### src/rtl/mic_spi_sampler.sv
// mic_spi_sampler
//   Front end of the microphone volume-meter path. A rate counter produces a
//   sample tick every CLKS_PER_SAMPLE cycles. Each tick starts one read frame
//   from an ADCS7476-style ADC: 4 leading zeros followed by 12 data bits, MSB
//   first. A frame with a non-zero leading nibble is discarded.
//
// Ports
//   CLOCK        in   system clock, rising edge
//   RESET        in   synchronous, active-high reset
//   enable       in   1 = take samples; 0 = finish the frame in flight, then idle
//   miso         in   ADC serial data
//   cs_n         out  ADC chip select, active low
//   sclk         out  ADC serial clock, idles high
//   sample[11:0] out  last good sample, held between frames
//   sample_valid out  one-cycle pulse when sample updates
//   frame_err    out  one-cycle pulse when a frame is discarded
//   overrun      out  one-cycle pulse when a tick arrives mid-frame
module mic_spi_sampler #(
  parameter int CLKS_PER_SAMPLE = 5000,
  parameter int SCLK_HALF       = 50
) (
  input  logic        CLOCK,
  input  logic        RESET,
  input  logic        enable,
  input  logic        miso,
  output logic        cs_n,
  output logic        sclk,
  output logic [11:0] sample,
  output logic        sample_valid,
  output logic        frame_err,
  output logic        overrun
);

  localparam int RW = $clog2(CLKS_PER_SAMPLE);
  localparam int HW = $clog2(SCLK_HALF + 1);
  localparam logic [RW-1:0] RATE_LAST = RW'(CLKS_PER_SAMPLE - 1);
  localparam logic [HW-1:0] HALF_LAST = HW'(SCLK_HALF - 1);

  // A frame takes 32 half periods of SCLK plus setup and done cycles; it must
  // fit inside one sample period.
  generate
    if (34 * SCLK_HALF + 2 >= CLKS_PER_SAMPLE) begin : g_bad_params
      $error("mic_spi_sampler: frame does not fit in one sample period");
    end
  endgenerate

  typedef enum logic [1:0] {S_IDLE, S_SETUP, S_SHIFT, S_DONE} state_t;

  state_t        r_state;
  logic [RW-1:0] r_rate;
  logic          r_tick;
  logic [HW-1:0] r_hcnt;
  logic [4:0]    r_bcnt;
  logic [15:0]   r_shift;

  // Rate counter. r_tick is high in the cycle the count has wrapped to 0, so
  // the first tick lands CLKS_PER_SAMPLE cycles after enable rises.
  always_ff @(posedge CLOCK) begin
    if (RESET || !enable) begin
      r_rate <= '0;
      r_tick <= 1'b0;
    end else begin
      r_tick <= (r_rate == RATE_LAST);
      r_rate <= (r_rate == RATE_LAST) ? '0 : r_rate + 1'b1;
    end
  end

  // Frame sequencer; all pin and strobe outputs are registered here.
  always_ff @(posedge CLOCK) begin
    if (RESET) begin
      r_state      <= S_IDLE;
      r_hcnt       <= '0;
      r_bcnt       <= '0;
      r_shift      <= '0;
      cs_n         <= 1'b1;
      sclk         <= 1'b1;
      sample       <= '0;
      sample_valid <= 1'b0;
      frame_err    <= 1'b0;
      overrun      <= 1'b0;
    end else begin
      sample_valid <= 1'b0;
      frame_err    <= 1'b0;
      // Guard only: a tick outside IDLE is dropped and flagged.
      overrun      <= r_tick && (r_state != S_IDLE);
      case (r_state)
        S_IDLE: begin
          cs_n <= 1'b1;
          sclk <= 1'b1;
          if (r_tick) begin
            r_state <= S_SETUP;
            cs_n    <= 1'b0;
            r_hcnt  <= '0;
          end
        end
        S_SETUP: begin
          if (r_hcnt == HALF_LAST) begin
            r_hcnt  <= '0;
            r_bcnt  <= '0;
            sclk    <= 1'b0;
            r_state <= S_SHIFT;
          end else begin
            r_hcnt <= r_hcnt + 1'b1;
          end
        end
        S_SHIFT: begin
          if (sclk && r_bcnt == 5'd16) begin
            // 16th rise just happened: close the frame without another half period.
            r_state <= S_DONE;
            cs_n    <= 1'b1;
            if (r_shift[15:12] == 4'd0) begin
              sample       <= r_shift[11:0];
              sample_valid <= 1'b1;
            end else begin
              frame_err <= 1'b1;
            end
          end else if (r_hcnt == HALF_LAST) begin
            r_hcnt <= '0;
            sclk   <= ~sclk;
            // miso is captured on the edge that takes sclk 0->1.
            if (!sclk) begin
              r_shift <= {r_shift[14:0], miso};
              r_bcnt  <= r_bcnt + 1'b1;
            end
          end else begin
            r_hcnt <= r_hcnt + 1'b1;
          end
        end
        S_DONE: begin
          r_state <= S_IDLE;
        end
        default: r_state <= S_IDLE;
      endcase
    end
  end

endmodule

### config.mk
export PLATFORM = sky130hd
export DESIGN_NAME = mic_spi_sampler
export DESIGN_NICKNAME = d
export VERILOG_FILES = /design/src/rtl/mic_spi_sampler.sv
export SDC_FILE = /design/constraint.sdc
export NUM_CORES = 1
export LEC_CHECK = 0
export CELL_PAD_IN_SITES_DETAIL_PLACEMENT = 2
export CELL_PAD_IN_SITES_GLOBAL_PLACEMENT = 2
export CORE_MARGIN = 5
export CORE_UTILIZATION = 38
export CTS_CLUSTER_DIAMETER = 150
export DETAILED_ROUTE_END_ITERATION = 10
export GPL_TIMING_DRIVEN = 0
export PLACE_DENSITY = 0.86
export SYNTH_ARGS = -nofsm -noshare
export SYNTH_HDL_FRONTEND = slang
export SYNTH_SLANG_ARGS = --single-unit
### constraint.sdc
create_clock -name CLOCK -period 6.2 [get_ports CLOCK]
set_clock_uncertainty 0.05 [all_clocks]
set_input_delay 1.55 -clock CLOCK [delete_from_list [all_inputs] [get_ports CLOCK]]
set_output_delay 1.55 -clock CLOCK [all_outputs]
set_load 0.1 [all_outputs]
==> metrics.txt <==
Worst R2R Start=r_state[0]$_SDFFE_PP0P_; Initial Util=0.385; Worst R2R End=r_shift[8]$_SDFFE_PP0P_; first drt pass iteration count=4; DR WL/cell=between 15 and 20 um; cell family with most CP delay=buffers and inverters; Cells after Synth=between 200 and 300; Cell variety after synth=50; slowest cell delay on critical path=1.17 ns; Total Power=between 0.8 and 0.9 mW; area of the mapped netlist=approximately 2600 um^2; min-delay src=r_rate[0]$_SDFF_PP0_; Routed WL=6.98 mm; # diodes=0; max_slew headroom=0.334; maximum VDD drop=0.114 mV; WHS=around 0.40 ns; pre-CTS WS=3.06 ns; die width=92.3 um; status=completed; Synth Flop Type=dfxtp_1; Num CTS Buffers=9; min cycle time layout=between 3 and 4 ns; post-synth top area share=0.466; CP startpoint kind=register; total track usage=0.181; gpl congestion=0.782; WP data arrival=1.89 ns; crit end category=output pin; Crit path buffers/inverters=1; die area=approximately 8500 um^2; Post-DP HPWL=4.92 mm; Iter 0 DRT Violations=74; Avg Inst Size Synth=8.88 um^2; number of port buffers=19; Die H=92.3 um; Async SR Flop Fraction=0; crit-path max FO=5; sequential element share of the synthesized area=0.466; largest net degree at the start of global routing=12; hold endpoint=r_rate[0]$_SDFF_PP0_; final setup TNS=0 ns; fin crit share=0.563; via/cell ratio=5.33; Critical Path RT=roughly 4.6 ns; vias in the first global route=2400; Hold Path Cell Cnt=1; clk slew on worst S/H paths=roughly 0.070 ns; worst min path class=register to register; initial antenna violation count=0; Post-synth EDFFs=0; FF-to-FF path depth=8; core area=about 6700 um^2; YS warnings=0; # setup viols final=0; CTS tree=yes; Max Transition Viols Final=0; IO Count=21; RSZ-0062 raised after global routing=false; H-Tree Depth=3; global route total overflow=0; share of cells above drive strength 1=0.0892; Site Rows=30; critical path depth=1; R2R Setup Slk=3.84 ns; Syn-to-layout area delta=19.7%; CTS max path bufs=2; Mapped Nets=304; max cap viols=0; latest clock arrival within the worst-skew pair=0.35 ns; final hold violation count=0; cts hold-fix bufs=0; Seq cells post-synth=60; fin area=about 3000 um^2; Slew @ Worst Pin=0.996 ns; post_cts resized=0; CTS root buffer=clkbuf_8; CP Class=register to output pin; cells taking the most area after synthesis=dfxtp_1, nand2_1, nor2_1; postcts setup bufs=0; Post-route DRC=0; leakage power=about 1.0 nW; leading area contributor after synthesis=dfxtp_1; pwr dens=between 200 and 300 nW/um^2; first-pass GRT wire length=approximately 12 mm; final net count=334; cells along the critical path=clkdlybuf4s50_1; Via Count=2160; Final WS setup=2.71 ns; Placement Cell Area=2870 um^2; Commonest cells post-synth=dfxtp_1, nand2_1, nor2_1; post-route ant nets=0; CTS sink cnt=60; most numerous cell in the Yosys netlist=dfxtp_1; CP max stage cell=clkdlybuf4s50_1; fmax=0.287 GHz
[layer usage]
| metal | vias to the layer above | track usage | part of all wire |
|---|---|---|---|
| met4 | 0 | 0.0866 | 0.022 |
| met1 | 1068 | 0.199 | 0.42 |
| li1 | 1060 | - | - |
| met2 | 19 | 0.327 | 0.54 |
| met5 | - | 0 | 0 |
| met3 | 13 | 0.0398 | 0.019 |
[where the power goes]
part	switching (mW)	internal (mW)	leakage, nW
Clock	0.162	0.226	0.102
Sequential	0.00422	0.390	0.483
Combinational	0.0549	0.0333	0.428
[kinds of logic (layout without fill, tap and decap cells)]
family                     count (synthesis)  count (layout)  share of synthesized area
muxes                                     13              13                     0.0505
DFF                                       60              60                      0.466
adders and majority gates                 10              10                     0.0486
buffers and inverters                     25              60                     0.0462
and+or+nand+nor                          129             129                      0.237
AOI/OAI and AO/OA                         42              42                      0.114
xor gates and xnor gates                  11              11                     0.0374
[worst max-delay path by stage]
stage,endpoint,start,slack [ns]
5_1_grt,sclk,sclk$_SDFFE_PP1P_,2.66
6_report,sclk,sclk$_SDFFE_PP1P_,2.71
4_1_cts,sclk,sclk$_SDFFE_PP1P_,2.69
3_3_place_gp,sclk,sclk$_SDFFE_PP1P_,3.06
2_1_floorplan,sclk,sclk$_SDFFE_PP1P_,3.65
3_5_place_dp,sclk,sclk$_SDFFE_PP1P_,3.06
[cells in the final DEF (no fill, tap or decap), types with 2 or more instances in the layout]
cell type	synthesis	layout
or3_1	2	2
xor2_1	2	2
clkbuf_1	7	8
o21a_1	2	2
dfxtp_1	60	60
mux2i_1	13	13
a211oi_1	3	3
nor4_1	4	4
nor3_1	6	6
nor2_1	38	38
a311oi_1	3	3
clkinvlp_4	0	2
buf_2	3	3
inv_1	11	11
nand2b_1	3	3
o31ai_1	2	2
nand3_1	12	12
xnor2_1	9	9
nand2_1	44	44
and3_1	3	3
a21oi_1	17	17
o32ai_1	4	4
clkdlybuf4s50_1	0	19
bufinv_16	0	2
ha_1	10	10
clkbuf_8	1	10
or2_2	4	4
nand3b_1	2	2
[area by class of cell]
class	count	area, um^2
buffer	13	73.8
clock buffer	10	128
clock inverter	6	88.8
fill	716	3600
inverter	12	45.0
multi-input combinational	205	1250
sequential	60	1200
tap	80	100
timing repair buffer	19	190
[through the flow]
step	util	instances
CTS	0.461	405
detailed placement	0.429	389
global placement	0.429	389
finish	0.461	405
global route	0.461	405
floorplan	-	290
[flip-flops by register name (all words and copies together) (netlist names)]
register	cells
r_shift	16
r_hcnt	6
sample	12
cs_n	1
r_tick	1
r_state	2
r_rate	13
overrun	1
sclk	1
r_bcnt	5
sample_valid	1
frame_err	1
Note: power is estimated with default switching activity, not from simulation.
